$ cat config.mk
export PLATFORM = sky130hd
export DESIGN_NAME = memory_stage_flat
export DESIGN_NICKNAME = d
export VERILOG_FILES = /design/src/rtl/memory_stage_pkg.sv /design/src/rtl/memory_stage_if.sv /design/src/rtl/memory_stage_pipe.sv /design/src/rtl/memory_stage.sv /design/src/flat_wrapper.sv
export SDC_FILE = /design/constraint.sdc
export NUM_CORES = 1
export LEC_CHECK = 0
export ABC_AREA = 1
export BUFFER_PORTS_ARGS = -buffer_cell sky130_fd_sc_hd__buf_4
export CORE_ASPECT_RATIO = 0.6
export CORE_MARGIN = 2
export CORE_UTILIZATION = 38
export DETAILED_ROUTE_END_ITERATION = 7
export GPL_ROUTABILITY_DRIVEN = 0
export PLACE_DENSITY = 0.72
export SYNTH_ARGS = -nofsm -noshare
export SYNTH_HDL_FRONTEND = slang
export SYNTH_HIERARCHICAL = 1
export SYNTH_SLANG_ARGS = --single-unit
$ cat constraint.sdc
create_clock -name clk -period 1.6 [get_ports clk]
set_input_delay 0.08 -clock clk [delete_from_list [all_inputs] [get_ports clk]]
set_output_delay 0.08 -clock clk [all_outputs]
set_load 0.1 [all_outputs]
$ cat src/rtl/memory_stage_pkg.sv
// Shared definitions for the MEM stage: default widths, FSM state type and
// a helper for sizing the access timeout counter.
package memory_stage_pkg;

  localparam int unsigned PC_WIDTH_DEF       = 20;
  localparam int unsigned DATA_WIDTH_DEF     = 32;
  localparam int unsigned REG_ADDR_WIDTH_DEF = 5;
  localparam int unsigned MEM_ADDR_WIDTH_DEF = 20;
  localparam int unsigned TIMEOUT_CYCLES_DEF = 15;

  typedef enum logic {
    ST_IDLE   = 1'b0,
    ST_ACCESS = 1'b1
  } mem_state_e;

  // Counter only needs to hold 0 .. n-1.
  function automatic int unsigned cnt_width(input int unsigned n);
    return (n < 2) ? 1 : $clog2(n);
  endfunction

endpackage

$ cat src/rtl/memory_stage_if.sv
// Data memory req/ack bus. The MEM stage is the master; the memory is the slave.
interface memory_stage_if #(
  parameter int unsigned DATA_WIDTH     = 32,
  parameter int unsigned MEM_ADDR_WIDTH = 20
);
  logic                      dmem_req;
  logic                      dmem_we;
  logic [MEM_ADDR_WIDTH-1:0] dmem_addr;
  logic [DATA_WIDTH-1:0]     dmem_wdata;
  logic [DATA_WIDTH-1:0]     dmem_rdata;
  logic                      dmem_ack;

  modport master (
    output dmem_req, dmem_we, dmem_addr, dmem_wdata,
    input  dmem_rdata, dmem_ack
  );

  modport slave (
    input  dmem_req, dmem_we, dmem_addr, dmem_wdata,
    output dmem_rdata, dmem_ack
  );
endinterface

$ cat src/rtl/memory_stage_pipe.sv
// MEM/WB pipeline register: bubble clears every field, enable captures.
module memory_pipe #(
  parameter int unsigned PC_WIDTH       = 20,
  parameter int unsigned DATA_WIDTH     = 32,
  parameter int unsigned REG_ADDR_WIDTH = 5
) (
  input  logic                      clk,
  input  logic                      rst,
  input  logic                      en,
  input  logic                      bubble,
  input  logic [DATA_WIDTH-1:0]     mem_data_d,
  input  logic [DATA_WIDTH-1:0]     alu_data_d,
  input  logic                      reg_wr_en_d,
  input  logic [REG_ADDR_WIDTH-1:0] reg_wr_addr_d,
  input  logic                      write_back_mux_sel_d,
  input  logic                      select_new_pc_d,
  input  logic [PC_WIDTH-1:0]       new_pc_d,
  output logic [DATA_WIDTH-1:0]     mem_data_q,
  output logic [DATA_WIDTH-1:0]     alu_data_q,
  output logic                      reg_wr_en_q,
  output logic [REG_ADDR_WIDTH-1:0] reg_wr_addr_q,
  output logic                      write_back_mux_sel_q,
  output logic                      select_new_pc_q,
  output logic [PC_WIDTH-1:0]       new_pc_q
);

  // Register the MEM/WB payload; a bubble has precedence over capture.
  always_ff @(posedge clk) begin
    if (rst || bubble) begin
      mem_data_q           <= '0;
      alu_data_q           <= '0;
      reg_wr_en_q          <= 1'b0;
      reg_wr_addr_q        <= '0;
      write_back_mux_sel_q <= 1'b0;
      select_new_pc_q      <= 1'b0;
      new_pc_q             <= '0;
    end else if (en) begin
      mem_data_q           <= mem_data_d;
      alu_data_q           <= alu_data_d;
      reg_wr_en_q          <= reg_wr_en_d;
      reg_wr_addr_q        <= reg_wr_addr_d;
      write_back_mux_sel_q <= write_back_mux_sel_d;
      select_new_pc_q      <= select_new_pc_d;
      new_pc_q             <= new_pc_d;
    end
  end

endmodule

$ cat src/rtl/memory_stage.sv
// MEM stage: issues loads/stores on the dmem bus, stalls upstream while an
// access is outstanding, aborts on timeout and feeds the MEM/WB register.
module memory_stage
  import memory_stage_pkg::*;
#(
  parameter int unsigned PC_WIDTH       = PC_WIDTH_DEF,
  parameter int unsigned DATA_WIDTH     = DATA_WIDTH_DEF,
  parameter int unsigned REG_ADDR_WIDTH = REG_ADDR_WIDTH_DEF,
  parameter int unsigned MEM_ADDR_WIDTH = MEM_ADDR_WIDTH_DEF,
  parameter int unsigned TIMEOUT_CYCLES = TIMEOUT_CYCLES_DEF
) (
  input  logic                      clk,
  input  logic                      rst,
  input  logic                      mem_data_rd_en_in,
  input  logic                      mem_data_wr_en_in,
  input  logic [DATA_WIDTH-1:0]     mem_data_in,
  input  logic [DATA_WIDTH-1:0]     alu_data_in,
  input  logic                      reg_wr_en_in,
  input  logic [REG_ADDR_WIDTH-1:0] reg_wr_addr_in,
  input  logic                      write_back_mux_sel_in,
  input  logic                      select_new_pc_in,
  input  logic [PC_WIDTH-1:0]       new_pc_in,
  memory_stage_if.master            dmem,
  output logic                      stall_out,
  output logic [DATA_WIDTH-1:0]     mem_data_out,
  output logic [DATA_WIDTH-1:0]     alu_data_out,
  output logic                      reg_wr_en_out,
  output logic [REG_ADDR_WIDTH-1:0] reg_wr_addr_out,
  output logic                      write_back_mux_sel_out,
  output logic                      select_new_pc_out,
  output logic [PC_WIDTH-1:0]       new_pc_out,
  output logic                      bus_error_out
);

  localparam int unsigned CNT_W = cnt_width(TIMEOUT_CYCLES);

  mem_state_e                state;
  logic [CNT_W-1:0]          cnt;
  logic                      req_q;
  logic                      we_q;
  logic [MEM_ADDR_WIDTH-1:0] addr_q;
  logic [DATA_WIDTH-1:0]     wdata_q;
  logic                      mem_op;
  logic                      timeout_now;
  logic                      is_load_q;
  logic [DATA_WIDTH-1:0]     mem_data_d;
  logic                      reg_wr_en_d;

  assign mem_op      = mem_data_rd_en_in | mem_data_wr_en_in;
  assign is_load_q   = ~we_q;
  assign timeout_now = (state == ST_ACCESS) && !dmem.dmem_ack &&
                       (cnt == CNT_W'(TIMEOUT_CYCLES - 1));

  assign dmem.dmem_req   = req_q;
  assign dmem.dmem_we    = we_q;
  assign dmem.dmem_addr  = addr_q;
  assign dmem.dmem_wdata = wdata_q;

  // Stall while launching or waiting; a timed-out access also releases
  // upstream, otherwise the aborted instruction would be re-issued.
  always_comb begin
    stall_out = 1'b0;
    if (state == ST_IDLE) stall_out = mem_op;
    else                  stall_out = !(dmem.dmem_ack || timeout_now);
  end

  // Commit payload: load data only on a real ack; aborted loads never write back.
  always_comb begin
    mem_data_d  = '0;
    reg_wr_en_d = reg_wr_en_in;
    if (state == ST_ACCESS) begin
      if (dmem.dmem_ack && is_load_q) mem_data_d = dmem.dmem_rdata;
      if (timeout_now && is_load_q)   reg_wr_en_d = 1'b0;
    end
  end

  // Access FSM, timeout counter, dmem request registers and error pulse.
  always_ff @(posedge clk) begin
    if (rst) begin
      state         <= ST_IDLE;
      cnt           <= '0;
      req_q         <= 1'b0;
      we_q          <= 1'b0;
      addr_q        <= '0;
      wdata_q       <= '0;
      bus_error_out <= 1'b0;
    end else begin
      bus_error_out <= 1'b0;
      case (state)
        ST_IDLE: begin
          if (mem_op) begin
            req_q         <= 1'b1;
            we_q          <= mem_data_wr_en_in;
            addr_q        <= alu_data_in[MEM_ADDR_WIDTH-1:0];
            wdata_q       <= mem_data_in;
            bus_error_out <= mem_data_rd_en_in & mem_data_wr_en_in;
            cnt           <= '0;
            state         <= ST_ACCESS;
          end
        end
        ST_ACCESS: begin
          if (dmem.dmem_ack) begin
            req_q <= 1'b0;
            cnt   <= '0;
            state <= ST_IDLE;
          end else if (timeout_now) begin
            req_q         <= 1'b0;
            bus_error_out <= 1'b1;
            cnt           <= '0;
            state         <= ST_IDLE;
          end else begin
            cnt <= cnt + 1'b1;
          end
        end
        default: state <= ST_IDLE;
      endcase
    end
  end

  memory_pipe #(
    .PC_WIDTH       (PC_WIDTH),
    .DATA_WIDTH     (DATA_WIDTH),
    .REG_ADDR_WIDTH (REG_ADDR_WIDTH)
  ) u_pipe (
    .clk                  (clk),
    .rst                  (rst),
    .en                   (!stall_out),
    .bubble               (stall_out),
    .mem_data_d           (mem_data_d),
    .alu_data_d           (alu_data_in),
    .reg_wr_en_d          (reg_wr_en_d),
    .reg_wr_addr_d        (reg_wr_addr_in),
    .write_back_mux_sel_d (write_back_mux_sel_in),
    .select_new_pc_d      (select_new_pc_in),
    .new_pc_d             (new_pc_in),
    .mem_data_q           (mem_data_out),
    .alu_data_q           (alu_data_out),
    .reg_wr_en_q          (reg_wr_en_out),
    .reg_wr_addr_q        (reg_wr_addr_out),
    .write_back_mux_sel_q (write_back_mux_sel_out),
    .select_new_pc_q      (select_new_pc_out),
    .new_pc_q             (new_pc_out)
  );

endmodule

$ cat src/flat_wrapper.sv
// flat-port wrapper written by rule: the top's interface ports become plain ports
module memory_stage_flat import memory_stage_pkg::*;
#(
  parameter int unsigned PC_WIDTH       = PC_WIDTH_DEF,
  parameter int unsigned DATA_WIDTH     = DATA_WIDTH_DEF,
  parameter int unsigned REG_ADDR_WIDTH = REG_ADDR_WIDTH_DEF,
  parameter int unsigned MEM_ADDR_WIDTH = MEM_ADDR_WIDTH_DEF,
  parameter int unsigned TIMEOUT_CYCLES = TIMEOUT_CYCLES_DEF
)
  (clk, rst, mem_data_rd_en_in, mem_data_wr_en_in, mem_data_in, alu_data_in, reg_wr_en_in, reg_wr_addr_in, write_back_mux_sel_in, select_new_pc_in, new_pc_in, stall_out, mem_data_out, alu_data_out, reg_wr_en_out, reg_wr_addr_out, write_back_mux_sel_out, select_new_pc_out, new_pc_out, bus_error_out, dmem_dmem_req, dmem_dmem_we, dmem_dmem_addr, dmem_dmem_wdata, dmem_dmem_rdata, dmem_dmem_ack);
  memory_stage_if #(.DATA_WIDTH(DATA_WIDTH), .MEM_ADDR_WIDTH(MEM_ADDR_WIDTH)) dmem_i ();
  input  logic clk;
  input  logic rst;
  input  logic mem_data_rd_en_in;
  input  logic mem_data_wr_en_in;
  input  logic [DATA_WIDTH-1:0] mem_data_in;
  input  logic [DATA_WIDTH-1:0] alu_data_in;
  input  logic reg_wr_en_in;
  input  logic [REG_ADDR_WIDTH-1:0] reg_wr_addr_in;
  input  logic write_back_mux_sel_in;
  input  logic select_new_pc_in;
  input  logic [PC_WIDTH-1:0] new_pc_in;
  output logic stall_out;
  output logic [DATA_WIDTH-1:0] mem_data_out;
  output logic [DATA_WIDTH-1:0] alu_data_out;
  output logic reg_wr_en_out;
  output logic [REG_ADDR_WIDTH-1:0] reg_wr_addr_out;
  output logic write_back_mux_sel_out;
  output logic select_new_pc_out;
  output logic [PC_WIDTH-1:0] new_pc_out;
  output logic bus_error_out;
  output wire logic [$bits(dmem_i.dmem_req)-1:0] dmem_dmem_req;
  output wire logic [$bits(dmem_i.dmem_we)-1:0] dmem_dmem_we;
  output wire logic [$bits(dmem_i.dmem_addr)-1:0] dmem_dmem_addr;
  output wire logic [$bits(dmem_i.dmem_wdata)-1:0] dmem_dmem_wdata;
  input wire logic [$bits(dmem_i.dmem_rdata)-1:0] dmem_dmem_rdata;
  input wire logic [$bits(dmem_i.dmem_ack)-1:0] dmem_dmem_ack;
  assign dmem_dmem_req = dmem_i.dmem_req;
  assign dmem_dmem_we = dmem_i.dmem_we;
  assign dmem_dmem_addr = dmem_i.dmem_addr;
  assign dmem_dmem_wdata = dmem_i.dmem_wdata;
  assign dmem_i.dmem_rdata = dmem_dmem_rdata;
  assign dmem_i.dmem_ack = dmem_dmem_ack;
  memory_stage #(.PC_WIDTH(PC_WIDTH), .DATA_WIDTH(DATA_WIDTH), .REG_ADDR_WIDTH(REG_ADDR_WIDTH), .MEM_ADDR_WIDTH(MEM_ADDR_WIDTH), .TIMEOUT_CYCLES(TIMEOUT_CYCLES)) u_core (.clk(clk), .rst(rst), .mem_data_rd_en_in(mem_data_rd_en_in), .mem_data_wr_en_in(mem_data_wr_en_in), .mem_data_in(mem_data_in), .alu_data_in(alu_data_in), .reg_wr_en_in(reg_wr_en_in), .reg_wr_addr_in(reg_wr_addr_in), .write_back_mux_sel_in(write_back_mux_sel_in), .select_new_pc_in(select_new_pc_in), .new_pc_in(new_pc_in), .dmem(dmem_i), .stall_out(stall_out), .mem_data_out(mem_data_out), .alu_data_out(alu_data_out), .reg_wr_en_out(reg_wr_en_out), .reg_wr_addr_out(reg_wr_addr_out), .write_back_mux_sel_out(write_back_mux_sel_out), .select_new_pc_out(select_new_pc_out), .new_pc_out(new_pc_out), .bus_error_out(bus_error_out));
endmodule
==> flow_summary.ini, run 1 <==
[clock_tree]
cts_tree = built
cts_root_buf = clkbuf_16
clk_path_buf_depth = 2
clk_pin_slew_ps = 70
numCtsBuffers = 17
htree_num_levels = 4
cts.sinks = 152
clk_latency_ps = 420

[final_layout]
num-fill-cells = 1358
antenna_cells = 0
final_common_cell = nor2_1
final_layout_size_suffix_gt1_share_pct = 26.7
design_area_um2 = 10400
syn_to_final_growth_pct = 67.9
post-route-util_pct = 64.8
layout.nets = 1440
final_cell_mix = nor2_1, buf_4, nand2_1
stdcell_count = 1531

[route]
routed-via-count = 6708
first_iter_violations = 375
drc = 0
drt-total-wl_mm = 20.3
vias_per_cell = 4.38
drt-wirelength-per-cell_um = 13.2
firstDrtPassIters = 5
final_antenna_net_count = 0

[synth]
async_flop_share_pct = 0
yosysTopAreaCellShare_pct = 49.0
synth_edf_count = 0
syn-num-nets = 1069
synth_area_leaders = dfxtp_1, nor2_1, nand2_1
ys_ff_latch = 152
synth_cells = 938
synth.distinct_cells = 16
avgSynthCellArea_um2 = 6.61
yosysSeqAreaShare_pct = 49.0
synthesis.area_um2 = 6200
ys.flop_type = dfxtp_1
ys_warn_count = 6
synth_top_cell_by_area = dfxtp_1

[sta]
finalSetupViolCount = 0
finalCriticalPeriod_ps = 1540
skew_ps = 16.8
final_max_slew_viol_count = 0
tightest_slew_ps = 293
max_freq_mhz = 648
period_share_pct = 96.4
tns_ps = 0
setup_ws_ps = 57.5
hold_viol_final = 0
maxSlewHeadroom_pct = 80.6

[power_and_ir_drop]
power_density_nw_per_um2 = 1190
power.leakage_uw = 0.00528
ir_drop_mv = 0.680

[floorplanning]
core_um2 = 16100
die_area_um2 = 17400
io_pins = 277
fp.dieH_um = 103
initial_core_util_pct = 38.6
rows = 36
die_width_um = 169

[critical_path]
cp_slowest_cell = dfxtp_2
r2r_setup_slack_ps = 60
path_cells = inv_2, ha_4, nand3_4, nand2_4, nand2_8, nor2_4, buf_12, clkbuf_16, nand2_1, nor2_1
crit_family = simple AND/OR/NAND/NOR gates
cp_num_buf_inv = 3
crit_required_ps = 1940
cp-start-kind = register
endpoint_kind = register
arrival_ps = 1890
critPathMaxFanout = 9
path_class = reg -> reg
max_stage_delay_ps = 320

[global_routing]
grt_pass1_vias = 5834
grt_max_degree = 72
grt_overflow = 0
grt_first_pass_wirelength_mm = 28.1
antenna_found_initial = 0
track_usage_pct = 19.8

[status]
outcome = completed

[placed_design]
pre_cts_slack_ps = 2.92
placed_cells = 1390
portBuffers = 276
dpl.hpwl_mm = 11.7
place_area_um2 = 8500

[run]
maxCapViolCount = 0

[worst_hold_path]
hold_class = in -> reg
[metal layers]
layer | up-vias | track usage, % | share of wire [%]
li1 | 3479 | - | -
met3 | 15 | 7.18 | 8.0
met5 | - | 0 | 0
met1 | 3005 | 25.6 | 47
met2 | 209 | 32.3 | 44
met4 | 0 | 4.18 | 0.74
[per-stage QoR]
step | hold slack, ps | power, uW
after floorplan | 142 | 7100
after detailed placement | 310 | 7990
after CTS | 29.6 | 12200
after global placement | 303 | 7960
final | 46.5 | 12400
after global routing | 62.8 | 12900
[cell families after synthesis]
| family | count (synthesis) | synth area share, % |
|---|---|---|
| adder cells (fa/ha/maj) | 2 | 0.403 |
| flip-flops | 152 | 49.0 |
| buffers and inverters | 183 | 12.8 |
| AND/OR/NAND/NOR | 546 | 33.2 |
| AO/OA/AOI/OAI | 55 | 4.62 |
[cells in the mapped netlist, types with 2 or more instances]
cell type,count
buf_2,20
buf_4,10
buf_6,5
clkbuf_1,8
clkbuf_2,5
dfxtp_1,152
ha_1,2
inv_1,133
nand2_1,207
nand3_1,6
nor2_1,333
o21ai_0,53
[worst paths after layout]
kind / startpoint / endpoint / depth (start not counted)
max reg2reg: u_core/cnt[0] / u_core/u_pipe/mem_data_q[29] / 10
min: dmem_dmem_rdata[22] / u_core/u_pipe/mem_data_q[22] / 7
max: u_core/cnt[0] / u_core/u_pipe/mem_data_q[29] / 10
min reg2reg: u_core/dmem.dmem_req / u_core/dmem.dmem_req / 2
[repair_timing]
action | in CTS | in global routing
endpoints found under the setup margin | 4 | 93
gates resized for setup | 3 | 25
pin swaps | 2 | 4
cloned | 0 | 13
hold buffers | 93 | 0
buffers inserted | 0 | 3
hold endpoints to repair | 113 | 0
[worst reg2reg max path, cell delays in order (launching register included)]
cell,delay [ps]
dfxtp_2,320
inv_2,70
ha_4,140
nand3_4,90
nand2_4,120
nand2_8,80
nor2_4,180
buf_12,170
clkbuf_16,170
nand2_1,60
nor2_1,80
[area by class of cell]
| class | instances | area [um2] | area share (%) |
|---|---|---|---|
| Timing Repair Buffer | 400 | 3580 | 34.4 |
| Sequential cell | 152 | 3050 | 29.2 |
| Multi-Input combinational cell | 603 | 2430 | 23.3 |
| Inverter | 135 | 514 | 4.94 |
| Clock buffer | 18 | 439 | 4.22 |
| Tap cell | 209 | 262 | 2.51 |
| Clock inverter | 14 | 149 | 1.43 |
[sequential cells by signal (all words and copies together) (netlist names), 4 cells and up]
name / flops
u_core/u_pipe/reg_wr_addr_q: 5
u_core/dmem.dmem_addr: 20
u_core/dmem.dmem_wdata: 32
u_core/u_pipe/alu_data_q: 32
u_core/cnt: 4
u_core/u_pipe/mem_data_q: 32
u_core/u_pipe/new_pc_q: 20
[power breakdown]
part           switching (uW)  total (uW)  internal [uW]
Combinational            2930        4140           1210
Clock                    1780        4040           2260
Sequential                148        4200           4050
Note: power is estimated with default switching activity, not from simulation.
==> inputs of run 2 (changes only) <==
CTS_BUF_LIST = sky130_fd_sc_hd__clkbuf_4 sky130_fd_sc_hd__clkbuf_8   (was default)
==> run 2 against run 1 <==
- register-to-register slack about the same
- hold slack got worse by 20 ps
- critical path depth unchanged
- global-route usage increased by 0.65 points
- power decreased by 8.9%
- sequential power about the same
- worst setup slack improved by 8.7 ps
- clock skew increased by 1.6 ps
- via count increased by 0.42%
- critical path type unchanged
- largest cell class unchanged
==> flow_summary.ini, run 2 (synthesis gave the netlist of run 1 again) <==
[critical_path]
crit_family = simple AND/OR/NAND/NOR gates
endpoint_kind = register
r2r_end = u_core/u_pipe/new_pc_q[17]
cp_num_buf_inv = 3
r2r_setup_slack_ps = 70
max_stage_delay_ps = 330
path_class = reg -> reg
arrival_ps = 1900
crit_required_ps = 1970
r2r-start = u_core/cnt[0]
rr_worst_depth = 10
path_cells = inv_2, ha_4, nand3_4, nand2_4, nand2_8, nor2_4, buf_12, clkbuf_16, nand2_1, nor2_1
cp_slowest_cell = dfxtp_2
critPathMaxFanout = 35
cp-start-kind = register

[final_layout]
antenna_cells = 0
syn_to_final_growth_pct = 65.4
final_common_cell = nor2_1
final_layout_size_suffix_gt1_share_pct = 25.8
stdcell_count = 1544
final_cell_mix = nor2_1, buf_4, nand2_1
design_area_um2 = 10300
layout.nets = 1453

[placed_design]
dpl.hpwl_mm = 11.7
portBuffers = 276
placed_cells = 1390
place_area_um2 = 8500

[sta]
maxSlewHeadroom_pct = 80.6
finalSetupViolCount = 0
period_share_pct = 95.9
final_max_slew_viol_count = 0
tightest_slew_ps = 293
skew_ps = 18.4
max_freq_mhz = 652
hold_viol_final = 0
finalCriticalPeriod_ps = 1530

[worst_hold_path]
hp-start = dmem_dmem_rdata[2]
whs_path_depth = 7
hold_class = in -> reg
min_delay_worst_endpoint = u_core/u_pipe/mem_data_q[2]

[route]
vias_per_cell = 4.36
drt-total-wl_mm = 19.6
drc = 0
final_antenna_net_count = 0
drt-wirelength-per-cell_um = 12.7
first_iter_violations = 457
firstDrtPassIters = 5
routed-via-count = 6736

[global_routing]
grt_pass1_vias = 6047
grt_overflow = 0
track_usage_pct = 20.5
antenna_found_initial = 0
grt_max_degree = 72
grt_first_pass_wirelength_mm = 28.8

[clock_tree]
clk_path_buf_depth = 2
cts_tree = built
htree_num_levels = 4
clk_pin_slew_ps = 90
numCtsBuffers = 17
cts_root_buf = clkbuf_8
clk_latency_ps = 440
cts.sinks = 152

[power_and_ir_drop]
ir_drop_mv = 0.570
power.leakage_uw = 0.00520
power_density_nw_per_um2 = 1100

[floorplanning]
core_um2 = 16100
io_pins = 277
die_area_um2 = 17400
fp.dieH_um = 103
die_width_um = 169
initial_core_util_pct = 38.6
rows = 36

[status]
outcome = completed

[run]
maxCapViolCount = 0
run 2: cell types whose count changed in the layout (fill, tap and decap cells not counted), sizes merged:
| cell | change |
|---|---|
| buf | -5 |
| clkbuf | -4 |
| dlygate4sd3 | +22 |
run 2: worst max-delay path by stage:
stage | to | slack (ps) | start | cells after the start
after global placement | u_core/u_pipe/mem_data_q[12] | 60 | u_core/cnt[0] | 9
after detailed placement | u_core/u_pipe/alu_data_q[28] | 3 | u_core/cnt[0] | 9
after floorplan | u_core/u_pipe/alu_data_q[10] | -2 | u_core/cnt[0] | 10
after CTS | u_core/u_pipe/mem_data_q[1] | 10 | u_core/cnt[0] | 9
after global routing | u_core/u_pipe/new_pc_q[17] | -10 | u_core/cnt[0] | 10
final | u_core/u_pipe/new_pc_q[17] | 70 | u_core/cnt[0] | 10
run 2: worst reg2reg max path: cells and delay by family (launching register included):
| kind | cells | cell delay, ps |
|---|---|---|
| buf+inv | 3 | 440 |
| flops | 1 | 330 |
| simple gates | 6 | 570 |
| fa+ha+maj | 1 | 140 |
run 2: where the power goes:
part	switching, uW	internal [uW]	total [uW]
Combinational	2910	1180	4080
Sequential	147	4050	4200
Clock	1650	1350	3000
Total	4700	6580	11300
run 2: layer usage:
metal / GRT usage [%] / up-vias / routed length, um
li1: - / 3495 / -
met2: 33.0 / 228 / 8980
met3: 7.29 / 17 / 1530
met1: 26.2 / 2996 / 8930
met5: 0 / - / 0
met4: 5.70 / 0 / 169
run 2: timing repair:
item / 4_1_cts / 5_1_grt
hold buffers: 115 / 0
cloned: 0 / 4
gates resized for setup: 6 / 14
setup endpoints to repair: 7 / 94
pin swaps: 1 / 2
endpoints found under the hold margin: 136 / 0
buffers inserted: 0 / 3
run 2: area by class of cell:
class | count | area, um2
Inverter | 135 | 514
Clock inverter | 14 | 149
Sequential cell | 152 | 3050
Fill cell | 1364 | 5820
Tap cell | 209 | 262
Multi-Input combinational cell | 603 | 2430
Timing Repair Buffer | 413 | 3620
Clock buffer | 18 | 248
run 2: metrics by stage:
step,worst slack [ps],TNS [ps],power [uW],hold slack [ps],util (%)
floorplan,-1.86,-109,7100,142,-
global placement,57.7,0,7960,303,52.8
detailed placement,2.92,0,7990,310,52.8
CTS,13.3,0,11200,0.811,62.6
global route,-12.2,-59.7,11800,8.80,63.8
finish,66.3,0,11300,26.3,63.8
==> inputs of run 3 (changes only) <==
MAX_ROUTING_LAYER = met4   (was default)
PLACE_DENSITY = 0.74   (was 0.72)
clock period = 1.4 ns   (was 1.6 ns; I/O delays follow)
==> run 3 against run 2 <==
- highest routed layer unchanged
- worst setup slack lost 240 ps
- clock skew shrank 2.2 ps
- the run now ends with setup timing left
- largest power group is now combinational logic
- wire length grew 15%
==> flow_summary.ini, run 3 (synthesis gave the netlist of run 1 again) <==
[critical_path]
r2r_end = u_core/u_pipe/mem_data_q[13]
cp-start-kind = register
arrival_ps = 1900
crit_required_ps = 1720
r2r_setup_slack_ps = -180
r2r-start = u_core/cnt[0]
path_class = reg -> reg
rr_worst_depth = 11
endpoint_kind = register
critPathMaxFanout = 13

[floorplanning]
core_um2 = 16100
fp.dieH_um = 103
io_pins = 277
rows = 36
die_area_um2 = 17400
die_width_um = 169
initial_core_util_pct = 38.6

[clock_tree]
clk_pin_slew_ps = 90
numCtsBuffers = 17
clk_latency_ps = 430
cts_root_buf = clkbuf_8
clk_path_buf_depth = 2
cts.sinks = 152
htree_num_levels = 4
cts_tree = built

[worst_hold_path]
min_delay_worst_endpoint = u_core/u_pipe/mem_data_q[25]
hold_class = in -> reg
whs_path_depth = 7
hp-start = dmem_dmem_rdata[25]

[route]
final_antenna_net_count = 0
routed.top_layer = met4
first_iter_violations = 453
drc = 0
routed-via-count = 7045
drt-total-wl_mm = 22.5
route.met2.wl_mm = 10.6
met3_wirelength_mm = 1.73
firstDrtPassIters = 5
drt-wirelength-per-cell_um = 14.3
vias_per_cell = 4.47
wl_met1_mm = 9.99

[sta]
finalCriticalPeriod_ps = 1580
holdWs_ps = 32.3
tightest_slew_ps = 347
finalSetupViolCount = 93
rsz0062_at_grt = true
skew_ps = 16.2
period_share_pct = 113
maxSlewHeadroom_pct = 76.9
max_freq_mhz = 634
final_max_slew_viol_count = 0
hold_viol_final = 0
setup_ws_ps = -176

[power_and_ir_drop]
ir_drop_mv = 0.706
power_density_nw_per_um2 = 1200
power.leakage_uw = 0.00553

[final_layout]
final_common_cell = buf_4
final_cell_mix = buf_4, nor2_1, nand2_1
syn_to_final_growth_pct = 79.1
post-route-util_pct = 69.1
num-fill-cells = 1257
antenna_cells = 0
final_layout_size_suffix_gt1_share_pct = 34.2
seq_area_um2 = 3050
design_area_um2 = 11100
layout.nets = 1485
stdcell_count = 1576
multi_input_area_um2 = 2720

[placed_design]
dpl.hpwl_mm = 12.2
pre_cts_slack_ps = -78.8
portBuffers = 276
placed_cells = 1396
place_area_um2 = 8590

[status]
outcome = finished with violations
failed_checks = setup timing

[global_routing]
track_usage_pct = 24.4
grt_overflow = 0
grt_first_pass_wirelength_mm = 32.3
grt_max_degree = 54
grt_pass1_vias = 6528
antenna_found_initial = 0

[run]
maxCapViolCount = 0
run 3: cell count changes in the layout (fill, tap and decap cells not counted), moves of 4 or more:
cell	delta
nor2_4	+6
nor2_2	+46
clkinv_4	+5
nand2_1	-37
buf_6	+7
buf_4	+9
buf_16	+8
buf_12	+4
nand2_2	+29
nand2_4	+8
nor2_1	-52
clkbuf_16	+4
inv_6	-4
run 3: worst max path at each step:
stage	end	depth (start not counted)	start	slack (ps)
after global placement	u_core/u_pipe/mem_data_q[10]	9	u_core/cnt[0]	-10
after floorplan	u_core/u_pipe/alu_data_q[10]	11	u_core/cnt[0]	-50
after detailed placement	u_core/u_pipe/mem_data_q[21]	9	u_core/cnt[0]	-80
after global routing	u_core/u_pipe/mem_data_q[10]	12	u_core/cnt[0]	-240
after CTS	stall_out	7	u_core/cnt[0]	-180
final	u_core/u_pipe/mem_data_q[13]	11	u_core/cnt[0]	-180
run 3: metal layers:
layer,up-vias,global-route usage (%)
met2,283,40.0
met3,25,6.56
met4,0,6.43
met1,3172,30.0
li1,3565,-
met5,-,-
run 3: final cells by class:
cell class                 count  area share (%)
timing repair inverter         1          0.0563
clock inverter                13            1.24
tap                          209            2.35
multi-input combinational    603            24.5
sequential                   152            27.4
clock buffer                  19            2.30
timing repair buffer         444            37.5
inverter                     135            4.69
run 3: repair_timing:
item,CTS,global route
hold endpoints to repair,133,0
gates cloned,13,8
resized for setup,34,114
pin swaps,5,20
setup endpoints to repair,93,97
setup buffers,17,3
hold buffers,112,0
run 3: power by group:
part	internal, uW	switching [uW]
Sequential	4630	187
Combinational	1680	3560
Clock	1530	1770
run 3: metrics by stage:
stage	power (uW)	setup TNS (ps)
detailed placement	9160	-2360
finish	13400	-9000
global route	14000	-16960
CTS	13100	-10430
global placement	9130	-98.1
floorplan	8190	-3870
run 3: worst max-delay path, stage by stage (launching register included):
cell and delay, ps:
dfxtp_2 340, inv_2 50, ha_4 150, nand3_4 60, nand2_4 70, nand2_8 80
buf_6 130, clkinv_8 100, buf_4 160, buf_16 150, nor2_2 110, nor2_1 50
